**config.mk**
```make
export PLATFORM = sky130hd
export DESIGN_NAME = hazard_ctrl
export DESIGN_NICKNAME = d
export VERILOG_FILES = /design/src/rtl/hazard_ctrl_pkg.sv /design/src/rtl/hazard_ctrl_sat_counter.sv /design/src/rtl/hazard_ctrl.sv
export SDC_FILE = /design/constraint.sdc
export NUM_CORES = 1
export LEC_CHECK = 0
export ABC_AREA = 1
export CAP_MARGIN = 20
export CORE_MARGIN = 3
export CORE_UTILIZATION = 30
export CTS_CLUSTER_SIZE = 12
export DETAILED_ROUTE_END_ITERATION = 10
export REMOVE_ABC_BUFFERS = 1
export SETUP_SLACK_MARGIN = 0.4
export SYNTH_ARGS = -nofsm -noshare
export SYNTH_HDL_FRONTEND = slang
export SYNTH_HIERARCHICAL = 1
export SYNTH_SLANG_ARGS = --single-unit
```
**constraint.sdc**
```tcl
create_clock -name clk -period 1.6 [get_ports clk]
set_input_delay 0.4 -clock clk [delete_from_list [all_inputs] [get_ports clk]]
set_output_delay 0.4 -clock clk [all_outputs]
set_load 0.05 [all_outputs]
```
**src/rtl/hazard_ctrl_pkg.sv**
```systemverilog
// Shared types and constants for the hazard controller.
package hazard_ctrl_pkg;

  // Controller state encoding
  typedef enum logic [1:0] {
    RUN  = 2'd0,
    WAIT = 2'd1,
    HALT = 2'd2
  } state_t;

  // Instruction word injected into IF/ID on a flush
  localparam logic [31:0] NOP = 32'h0;

  // Pipeline control bundle, MSB first: PC write, IF/ID write, IF flush, ID/EX bubble
  typedef struct packed {
    logic pc_write;
    logic if_id_write;
    logic if_flush;
    logic id_ex_bubble;
  } ctrl_t;

  localparam ctrl_t CTRL_NORMAL = ctrl_t'(4'b1100);
  localparam ctrl_t CTRL_FREEZE = ctrl_t'(4'b0000);
  localparam ctrl_t CTRL_FLUSH  = ctrl_t'(4'b1011);
  localparam ctrl_t CTRL_STALL  = ctrl_t'(4'b0001);
  localparam ctrl_t CTRL_HALT   = ctrl_t'(4'b0001);

  // Load in EX writes a register the ID instruction reads; r0 never hazards
  function automatic logic load_use(input logic       mem_read,
                                    input logic [4:0] ex_rt,
                                    input logic [4:0] id_rs,
                                    input logic [4:0] id_rt);
    return mem_read && (ex_rt != 5'd0) && ((ex_rt == id_rs) || (ex_rt == id_rt));
  endfunction

endpackage

```
**src/rtl/hazard_ctrl_sat_counter.sv**
```systemverilog
// Saturating up-counter with asynchronous active-low clear.
module sat_counter #(
  parameter int CNT_W = 16
) (
  input  logic             clk,
  input  logic             clr_n,
  input  logic             en,
  output logic [CNT_W-1:0] count
);

  // Count enabled cycles, sticking at all-ones
  always_ff @(posedge clk or negedge clr_n) begin
    if (!clr_n)                   count <= '0;
    else if (en && (count != '1)) count <= count + CNT_W'(1);
  end

endmodule

```
**src/rtl/hazard_ctrl.sv**
```systemverilog
// Pipeline hazard controller: load-use stalls, branch flushes, memory
// freezes and halt, plus saturating stall/flush performance counters.
module hazard_ctrl
  import hazard_ctrl_pkg::*;
#(
  parameter int CNT_W = 16
) (
  input  logic             clk,
  input  logic             rst_n,
  input  logic [4:0]       inIdRs,
  input  logic [4:0]       inIdRt,
  input  logic             inExMemRead,
  input  logic [4:0]       inExRt,
  input  logic             inBranchTaken,
  input  logic             inMemBusy,
  input  logic             inHalt,
  output logic             outPcWrite,
  output logic             outIF_IDWrite,
  output logic             outIF_Flush,
  output logic             outID_EX_Bubble,
  output logic [CNT_W-1:0] outStallCount,
  output logic [CNT_W-1:0] outFlushCount
);

  state_t state, state_nxt;
  logic   pend_flush, pend_flush_nxt;
  // Set for the cycle after a load-use stall so one hazard costs one cycle
  logic   lu_stalled, lu_stalled_nxt;
  logic   lu;
  ctrl_t  ctrl;

  // State, pending-flush and stall-guard registers
  always_ff @(posedge clk or negedge rst_n) begin
    if (!rst_n) begin
      state      <= RUN;
      pend_flush <= 1'b0;
      lu_stalled <= 1'b0;
    end else begin
      state      <= state_nxt;
      pend_flush <= pend_flush_nxt;
      lu_stalled <= lu_stalled_nxt;
    end
  end

  // Next state and control outputs. WAIT with memory ready behaves like RUN
  // for that cycle, so a branch remembered during the freeze flushes
  // immediately as the pipeline thaws.
  always_comb begin
    ctrl           = CTRL_NORMAL;
    state_nxt      = state;
    pend_flush_nxt = pend_flush;
    lu_stalled_nxt = 1'b0;
    lu             = load_use(inExMemRead, inExRt, inIdRs, inIdRt) && !lu_stalled;

    if (state == HALT) begin
      ctrl = CTRL_HALT;
    end else if (inHalt) begin
      ctrl           = CTRL_HALT;
      state_nxt      = HALT;
      pend_flush_nxt = 1'b0;
    end else if (inMemBusy) begin
      ctrl           = CTRL_FREEZE;
      state_nxt      = WAIT;
      pend_flush_nxt = pend_flush | inBranchTaken;
    end else begin
      state_nxt = RUN;
      if (inBranchTaken || pend_flush) begin
        ctrl           = CTRL_FLUSH;
        pend_flush_nxt = 1'b0;
      end else if (lu) begin
        ctrl           = CTRL_STALL;
        lu_stalled_nxt = 1'b1;
      end
    end

    // Reset presents the free-running controls regardless of inputs
    if (!rst_n) ctrl = CTRL_NORMAL;
  end

  assign outPcWrite      = ctrl.pc_write;
  assign outIF_IDWrite   = ctrl.if_id_write;
  assign outIF_Flush     = ctrl.if_flush;
  assign outID_EX_Bubble = ctrl.id_ex_bubble;

  sat_counter #(.CNT_W(CNT_W)) u_stall_cnt (
    .clk   (clk),
    .clr_n (rst_n),
    .en    (!ctrl.pc_write),
    .count (outStallCount)
  );

  sat_counter #(.CNT_W(CNT_W)) u_flush_cnt (
    .clk   (clk),
    .clr_n (rst_n),
    .en    (ctrl.if_flush),
    .count (outFlushCount)
  );

endmodule

```
==> run metrics, run 1 <==
First-pass DRT Iterations 5; All-Layer GR Usage 15.1%; most frequent cells in the layout sky130_fd_sc_hd__nand2_1, sky130_fd_sc_hd__buf_4, sky130_fd_sc_hd__buf_12; P per Cell Area 775 mW/mm^2; effective utilization at floorplan 31.8%; final antenna diode count 0; Clock Latency Late Sink 0.30 ns; maximum clock frequency 535 MHz; net total in the final layout 523; placeable core region 0.00797 sq mm; internal reg-to-reg setup slack -0.12 ns; Worst setup SP type register; Reg-to-Reg End u_stall_cnt/count[15]; chip width 98.0 microns; Worst Clk Skew 0.0167 ns; FF+latch area 925 sq um; average footprint of a synthesized cell 6.75 sq um; number of hold buffers added after cts 0; Detailed Route Iter0 Violations 85; count of filler cells inserted in the layout 738; met1 Usage GRT 19.6%; count of synthesis-stage warnings from yosys 6; end-of-flow core utilization 54.4%; share of final-layout standard cells stronger than drive strength 1 40.3%; via density per instance 4.60; layer with the highest usage met2; number of vias in the routed layout 2774; clock edge transition at the registers on the reported setup and hold paths 0.07 ns; clock tree from TritonCTS built; final-report hold violation count 0; result of the run finished with violations; VDD IR max 0.000383 V; Critical Path End Type output pin; total clock sinks 36; number of antenna violations at the first check in global routing 0; failing checks negative setup slack; post-synthesis cell area 0.00254 sq mm; pre-CTS setup slack -0.721 ns; min-delay worst type input pin to asynchronous set/reset pin; DIE AREA 0.00960 sq mm; Root Driver sky130_fd_sc_hd__clkbuf_8; logic depth of the worst register-to-register path 14; final weighted congestion in routability-driven placement 0.857; Worst Setup Slack, final -0.270 ns; Core Rows 32; category of the critical setup timing path register to output pin; max-capacitance violation count 0; final routed wire length divided by cell count 12.0 microns; number of global-route vias before repair 2714; worst rel slew slack 69.6%; Ports 57; global routing met3 resource utilization 2.79%; top fanout value on the critical path 3; wire length of the first global-routing pass 12.2 mm; number of pins with negative max-slew slack in the final report 0; multi-input combinational cell area 0.00156 sq mm; vertical die dimension 98.0 microns; Finish-stage setup viols 19; detailed placer's ending HPWL 4.92 mm; min Tclk post-route 1.87 ns; flip-flop and latch count after synthesis 36; total wire length after detailed routing 7.21 mm; launching instance or port of the critical path state[1]; maximum number of pins on one net before global-route repair 34; most common cell after layout, fill and taps aside sky130_fd_sc_hd__nand2_1; CTS HTree Levels 2; remaining design rule violation count 0; sequential element share of the synthesized area 35.5%; area growth from synthesis to layout 70.7%; CTS Buf Count 5; data required time at the worst endpoint 1.20 ns; antenna-violating nets left 0; measured slew at the worst slew-check pin 0.456 ns; count of input and output buffers 56; data arrival time of the critical path 1.47 ns; maximum clock path buffer count 2; RSZ-0062 raised after global routing yes; Setup TNS -1.54 ns; count of unique library cells instantiated by Yosys 22; total gr overflow 0; total leakage power 2.06 nW; Mapped Cells 376; startpoint of the worst register-to-register path state[0]; final period utilization 117%; met2 Usage GRT 25.5%
==> per-layer routing <==
layer  vias up  routed length (microns)
met5         -                        0
met4         0                       92
met3         9                      259
met2        61                     3610
met1      1291                     3250
li1       1413                        -
==> worst max path at each step <==
stage,to,slack [ns],cells past startpoint
final,outIF_IDWrite,-0.27,9
after global routing,outIF_IDWrite,-0.36,9
after CTS,outIF_Flush,-0.47,8
after detailed placement,u_stall_cnt/count[15],-0.72,16
after global placement,u_stall_cnt/count[15],-0.70,16
after floorplan,u_flush_cnt/count[15],-1.73,12
==> synthesized netlist by cell type (all sizes together) <==
library cell	number	area, sq um
o21ai	19	110
xnor2	12	105
xor2	2	17.5
nand3	21	110
inv	45	169
nand4	12	105
a21oi	1	8.76
nor2	55	282
ha	2	25.0
nor3	2	15.0
nand2	164	638
buf	4	45.0
dfrtp	36	901
nor4	1	6.26
==> sequential cells by signal (all words and copies together) (netlist names) <==
signal             count
u_flush_cnt/count     16
u_stall_cnt/count     16
lu_stalled             1
pend_flush             1
state                  2
==> worst max-delay path, cell delays in order, from the launching register on <==
cell	delay, ns
sky130_fd_sc_hd__dfrtp_1	0.37
sky130_fd_sc_hd__inv_2	0.06
sky130_fd_sc_hd__nor2_4	0.04
sky130_fd_sc_hd__nor2_4	0.09
sky130_fd_sc_hd__inv_2	0.06
sky130_fd_sc_hd__buf_4	0.14
sky130_fd_sc_hd__nor2_4	0.11
sky130_fd_sc_hd__nand3_2	0.08
sky130_fd_sc_hd__nand2_2	0.08
sky130_fd_sc_hd__buf_12	0.13
==> timing repair <==
| item | in CTS | in global routing |
|---|---|---|
| cloned | 1 | 1 |
| gates resized for setup | 90 | 40 |
| buffers inserted | 28 | 5 |
| endpoints found under the setup margin | 69 | 69 |
| pin swaps | 26 | 29 |
| hold endpoints to repair | 0 | 0 |
==> area by class of cell <==
class | instances | area share (%)
tap | 102 | 2.95
timing repair buffer | 120 | 33.7
clock buffer | 6 | 1.91
clock inverter | 2 | 0.231
multi-input combinational | 292 | 35.9
inverter | 45 | 3.90
sequential | 36 | 21.3
==> stage by stage <==
stage	area [sq um]	power, mW	hold slack (ns)	cells
floorplan	2490	1.80	0.104	372
global placement	3800	2.51	0.387	560
detailed placement	3800	2.52	0.388	560
CTS	4270	3.39	0.0706	597
global route	4330	3.52	0.0878	603
finish	4330	3.36	0.0750	603
==> report_power, final <==
group / internal, mW / switching (mW) / leakage (nW)
Combinational: 0.724 / 0.776 / 1.58
Sequential: 1.02 / 0.145 / 0.426
Clock: 0.344 / 0.346 / 0.0510
Total: 2.09 / 1.27 / 2.06
==> logic make-up (layout without fill, tap and decap cells) <==
group | Yosys count | in the layout | share of synthesized area, %
and+or+nand+nor | 255 | 256 | 45.6
buffers and inverters | 49 | 173 | 8.43
DFF | 36 | 36 | 35.5
AOI/OAI and AO/OA | 20 | 20 | 4.68
xor gates and xnor gates | 14 | 14 | 4.83
adders and majority gates | 2 | 2 | 0.986
Power figures use the tool's default switching activity.
==> inputs of run 2 (changes only) <==
--- a/config.mk
+++ b/config.mk
@@ -7,7 +7,7 @@
 export LEC_CHECK = 0
 export ABC_AREA = 1
 export CAP_MARGIN = 20
-export CORE_MARGIN = 3
+export CORE_MARGIN = 1
 export CORE_UTILIZATION = 30
 export CTS_CLUSTER_SIZE = 12
 export DETAILED_ROUTE_END_ITERATION = 10
==> run 2 against run 1 <==
The run still ends with negative setup slack left. Non-clock buffer count up 16. Die area down 8.0%. Worst setup slack worse by 0.080 ns. Largest power group unchanged. Sequential cell count stayed put. Clock-buffer cell count did not move. Clock skew decreased by 0.0097 ns. Power grew 5.2%. Sequential share of layout area fell by 2.0 points. Hold slack worse by 0.0030 ns. Clock power increased by 1%. Global-route usage rose by 3.0 points.
==> run metrics, run 2 (synthesis results as in run 1) <==
count of filler cells inserted in the layout 709; top fanout value on the critical path 2; total wire length after detailed routing 7.96 mm; largest registers ranked by flip-flop count u_flush_cnt/count (16), u_stall_cnt/count (16), state (2); worst rel slew slack 69.6%; maximum clock path buffer count 2; Worst setup SP type register; Finish-stage setup viols 9; measured slew at the worst slew-check pin 0.456 ns; count of input and output buffers 56; CTS HTree Levels 2; end-of-flow core utilization 57.8%; pre-CTS setup slack -0.710 ns; min Tclk post-route 1.95 ns; area growth from synthesis to layout 87.1%; share of final-layout standard cells stronger than drive strength 1 50.7%; routed wl met3 329 microns; Detailed Route Iter0 Violations 68; min-delay worst type input pin to asynchronous set/reset pin; antenna-violating nets left 0; final period utilization 122%; number of global-route vias before repair 2803; Root Driver sky130_fd_sc_hd__clkbuf_8; via density per instance 4.67; placeable core region 0.00822 sq mm; effective utilization at floorplan 30.9%; uppermost layer routed met4; number of antenna violations at the first check in global routing 0; final-report hold violation count 0; net total in the final layout 539; routed metal-1 wire length 3.35 mm; First-pass DRT Iterations 4; vertical die dimension 94.0 microns; data required time at the worst endpoint 1.20 ns; number of vias in the routed layout 2906; most frequent cells in the layout sky130_fd_sc_hd__nand2_1, sky130_fd_sc_hd__buf_4, sky130_fd_sc_hd__buf_12; Total Power Consumption 3.53 mW; total gr overflow 0; Critical Path End Type output pin; result of the run finished with violations; final routed wire length divided by cell count 12.8 microns; total leakage power 2.31 nW; VDD IR max 0.000425 V; Clock Latency Late Sink 0.30 ns; met2 routed WL 4.18 mm; number of hold buffers added after cts 0; CTS Buf Count 5; chip width 94.0 microns; clock edge transition at the registers on the reported setup and hold paths 0.07 ns; total clock sinks 36; Worst Clk Skew 0.00704 ns; maximum clock frequency 513 MHz; Worst Setup Slack, final -0.350 ns; P per Cell Area 744 mW/mm^2; wire length of the first global-routing pass 12.6 mm; number of pins with negative max-slew slack in the final report 0; final antenna diode count 0; category of the critical setup timing path register to output pin; max-capacitance violation count 0; failing checks negative setup slack; Setup TNS -1.29 ns; final weighted congestion in routability-driven placement 0.817; remaining design rule violation count 0; detailed placer's ending HPWL 5.05 mm; All-Layer GR Usage 18.2%; DIE AREA 0.00883 sq mm; RSZ-0062 raised after global routing yes; clock tree from TritonCTS built; maximum number of pins on one net before global-route repair 35; most common cell after layout, fill and taps aside sky130_fd_sc_hd__nand2_1; Ports 57; data arrival time of the critical path 1.55 ns; Core Rows 33
==> run 2: final timing paths <==
check	start	endpoint	slack, ns	cells after the start
worst max register to register	state[0]	u_stall_cnt/count[15]	-0.13	13
worst max-delay path	state[0]	outID_EX_Bubble	-0.35	9
worst min-delay path	rst_n	state[0]	0.07	2
min in group clk	pend_flush	pend_flush	0.55	2
worst min register to register	pend_flush	pend_flush	0.55	2
max in group asynchronous	rst_n	u_stall_cnt/count[3]	0.88	3
==> run 2: layout make-up <==
cell class | instances | area [sq um] | share of cell area [%]
Tap cell | 105 | 131 | 2.77
Inverter | 45 | 174 | 3.66
Clock inverter | 2 | 10.0 | 0.211
Timing Repair Buffer | 136 | 1660 | 34.9
Multi-Input combinational cell | 292 | 1770 | 37.4
Sequential cell | 36 | 918 | 19.3
Clock buffer | 6 | 82.6 | 1.74
==> run 2: critical path, cell delays in order, from the launching register on <==
cell and delay (ns):
sky130_fd_sc_hd__dfrtp_1 0.40, sky130_fd_sc_hd__nor2_4 0.15, sky130_fd_sc_hd__nor2_4 0.06, sky130_fd_sc_hd__buf_4 0.13
sky130_fd_sc_hd__nand2_2 0.06, sky130_fd_sc_hd__inv_1 0.06, sky130_fd_sc_hd__nor2_1 0.12, sky130_fd_sc_hd__nand2_1 0.09
sky130_fd_sc_hd__inv_2 0.07, sky130_fd_sc_hd__buf_12 0.13
==> run 2: where the power goes <==
part	internal, mW	switching [mW]
registers	1.02	0.139
clock network	0.344	0.355
logic	0.796	0.876
total	2.16	1.37
==> run 2: per-stage QoR <==
step	hold slack, ns	area (sq um)	cells
2_1_floorplan	0.104	2490	372
3_3_place_gp	0.383	3840	568
3_5_place_dp	0.387	3840	568
4_1_cts	0.0690	4330	612
5_1_grt	0.0758	4750	622
6_report	0.0720	4750	622
==> run 2: what timing repair did <==
action                     in CTS  in global routing
setup endpoints to repair      69                 69
cloned                          2                  1
setup buffers                  34                  9
pin swaps                      28                 57
resized for setup             116                108
==> run 2: per-layer routing <==
metal / GRT usage, % / vias to the layer above
met5: 0 / -
met4: 6.67 / 0
met3: 3.32 / 9
met2: 32.4 / 62
met1: 21.5 / 1391
li1: - / 1444
==> inputs of run 3 (changes only) <==
--- a/config.mk
+++ b/config.mk
@@ -13,6 +13,7 @@
 export DETAILED_ROUTE_END_ITERATION = 10
 export REMOVE_ABC_BUFFERS = 1
 export SETUP_SLACK_MARGIN = 0.4
+export SKIP_CTS_REPAIR_TIMING = 1
 export SYNTH_ARGS = -nofsm -noshare
 export SYNTH_HDL_FRONTEND = slang
 export SYNTH_HIERARCHICAL = 1
==> run 3 against run 2 <==
The flow still finishes with violations (negative setup slack). First-iteration DRC count up 63%. Worst setup slack lost 0.075 ns. Non-clock buffer count is 19 lower. Sequential cell count unchanged. Wire length shrank 9.0%. Critical endpoint is now outIF_Flush. Via count shrank 3.6%. Register-to-register slack lost 0.14 ns. Clock power decreased by 2%.
==> run metrics, run 3 (synthesis results as in run 1) <==
result of the run finished with violations; failing checks negative setup slack; maximum clock path buffer count 2; effective utilization at floorplan 30.9%; count of input and output buffers 56; most common cell after layout, fill and taps aside sky130_fd_sc_hd__nand2_1; Root Driver sky130_fd_sc_hd__clkbuf_8; worst rel slew slack 69.8%; CTS Buf Count 5; Bufs and invs on worst path 5; pre-CTS setup slack -0.710 ns; Finish-stage setup viols 34; P per Cell Area 772 mW/mm^2; DIE AREA 0.00883 sq mm; Core Rows 33; All-Layer GR Usage 16.2%; stage delay of the slowest cell on the critical path 0.37 ns; number of global-route vias before repair 2523; final design instance area without fill 0.00440 sq mm; detailed placer's ending HPWL 5.05 mm; total leakage power 2.19 nW; Worst Setup Slack, final -0.424 ns; data required time at the worst endpoint 1.20 ns; Clock Latency Late Sink 0.29 ns; Detailed Route Iter0 Violations 111; placeable core region 0.00822 sq mm; cell type of the slowest stage on the worst timing path sky130_fd_sc_hd__dfrtp_1; final weighted congestion in routability-driven placement 0.817; clock tree from TritonCTS built; list of cells traversed by the critical path inv_2, nor2_4, nor2_4, inv_2, nor4_4, buf_4, buf_12, buf_12; clock edge transition at the registers on the reported setup and hold paths 0.07 ns; Critical Path End Type output pin; vertical die dimension 94.0 microns; maximum number of pins on one net before global-route repair 35; largest registers ranked by flip-flop count u_flush_cnt/count (16), u_stall_cnt/count (16), state (2); RSZ-0062 raised after global routing yes; Setup TNS -3.88 ns; number of vias in the routed layout 2801; First-pass DRT Iterations 4; standard cell area after detailed placement 0.00384 sq mm; final antenna diode count 0; min Tclk post-route 2.02 ns; final period utilization 127%; family with the most delay on the worst path buffers and inverters; Worst Clk Skew 0.00900 ns; antenna-violating nets left 0; data arrival time of the critical path 1.62 ns; number of pins with negative max-slew slack in the final report 0; measured slew at the worst slew-check pin 0.453 ns; CTS HTree Levels 2; top fanout value on the critical path 3; remaining design rule violation count 0; number of antenna violations at the first check in global routing 0; share of final-layout standard cells stronger than drive strength 1 38.6%; total wire length after detailed routing 7.24 mm; total gr overflow 0; VDD IR max 0.000428 V; category of the critical setup timing path register to output pin; wire length of the first global-routing pass 11.2 mm; maximum clock frequency 494 MHz; area growth from synthesis to layout 73.4%; final-report hold violation count 0; chip width 94.0 microns; most frequent cells in the layout sky130_fd_sc_hd__nand2_1, sky130_fd_sc_hd__buf_12, sky130_fd_sc_hd__buf_4; max-capacitance violation count 0; net total in the final layout 519; via density per instance 4.65; final routed wire length divided by cell count 12.0 microns; Worst setup SP type register; min-delay worst type input pin to asynchronous set/reset pin; total clock sinks 36; Ports 57
[run 3: cell types whose count changed in the layout (fill, tap and decap cells not counted), moves of 3 or more]
cell,delta
sky130_fd_sc_hd__nor2_1,+4
sky130_fd_sc_hd__buf_4,-16
sky130_fd_sc_hd__nand2_4,-11
sky130_fd_sc_hd__inv_1,+3
sky130_fd_sc_hd__clkbuf_2,+4
sky130_fd_sc_hd__buf_6,-8
sky130_fd_sc_hd__dlygate4sd2_1,-4
sky130_fd_sc_hd__nand2_2,-22
sky130_fd_sc_hd__dlymetal6s2s_1,+13
sky130_fd_sc_hd__buf_2,-5
sky130_fd_sc_hd__o21ai_0,+3
sky130_fd_sc_hd__nand2_1,+33
[run 3: power by group]
group          switching [mW]  total [mW]  internal, mW
Combinational           0.796        1.55         0.749
Sequential              0.144        1.17          1.02
Clock                   0.342       0.686         0.344
[run 3: metrics by stage]
| step | instances | total power [mW] | hold slack, ns | util, % |
|---|---|---|---|---|
| after floorplan | 372 | 1.80 | 0.104 | - |
| after global placement | 568 | 2.53 | 0.383 | 46.7 |
| after detailed placement | 568 | 2.55 | 0.387 | 46.7 |
| after CTS | 576 | 3.26 | 0.0638 | 47.9 |
| after global routing | 602 | 3.58 | 0.0716 | 53.6 |
| final | 602 | 3.40 | 0.0714 | 53.6 |
[run 3: metal layers]
metal | share of wire (%) | GRT usage [%] | up-vias
li1 | - | - | 1408
met1 | 43 | 20.0 | 1324
met2 | 51 | 27.7 | 59
met3 | 3.4 | 2.99 | 10
met4 | 1.6 | 6.28 | 0
met5 | 0 | 0 | -
[run 3: layout make-up]
class,instances,area (sq um)
well taps,105,131
clock buffers,6,82.6
inverters,45,169
clock inverters,2,10.0
fillers,778,3820
flip-flops and latches,36,921
repair buffers,117,1510
multi-input cells,291,1580
[run 3: worst paths after layout]
path / depth (start not counted) / end / from / slack [ns]
setup / recovery: 8 / outIF_Flush / state[1] / -0.42
max in group asynchronous: 3 / u_stall_cnt/count[3] / rst_n / 0.88
min in group clk: 4 / state[1] / inHalt / 0.52
setup reg to reg: 14 / u_flush_cnt/count[15] / state[1] / -0.27
hold reg to reg: 2 / pend_flush / pend_flush / 0.55
hold / removal: 2 / state[0] / rst_n / 0.07
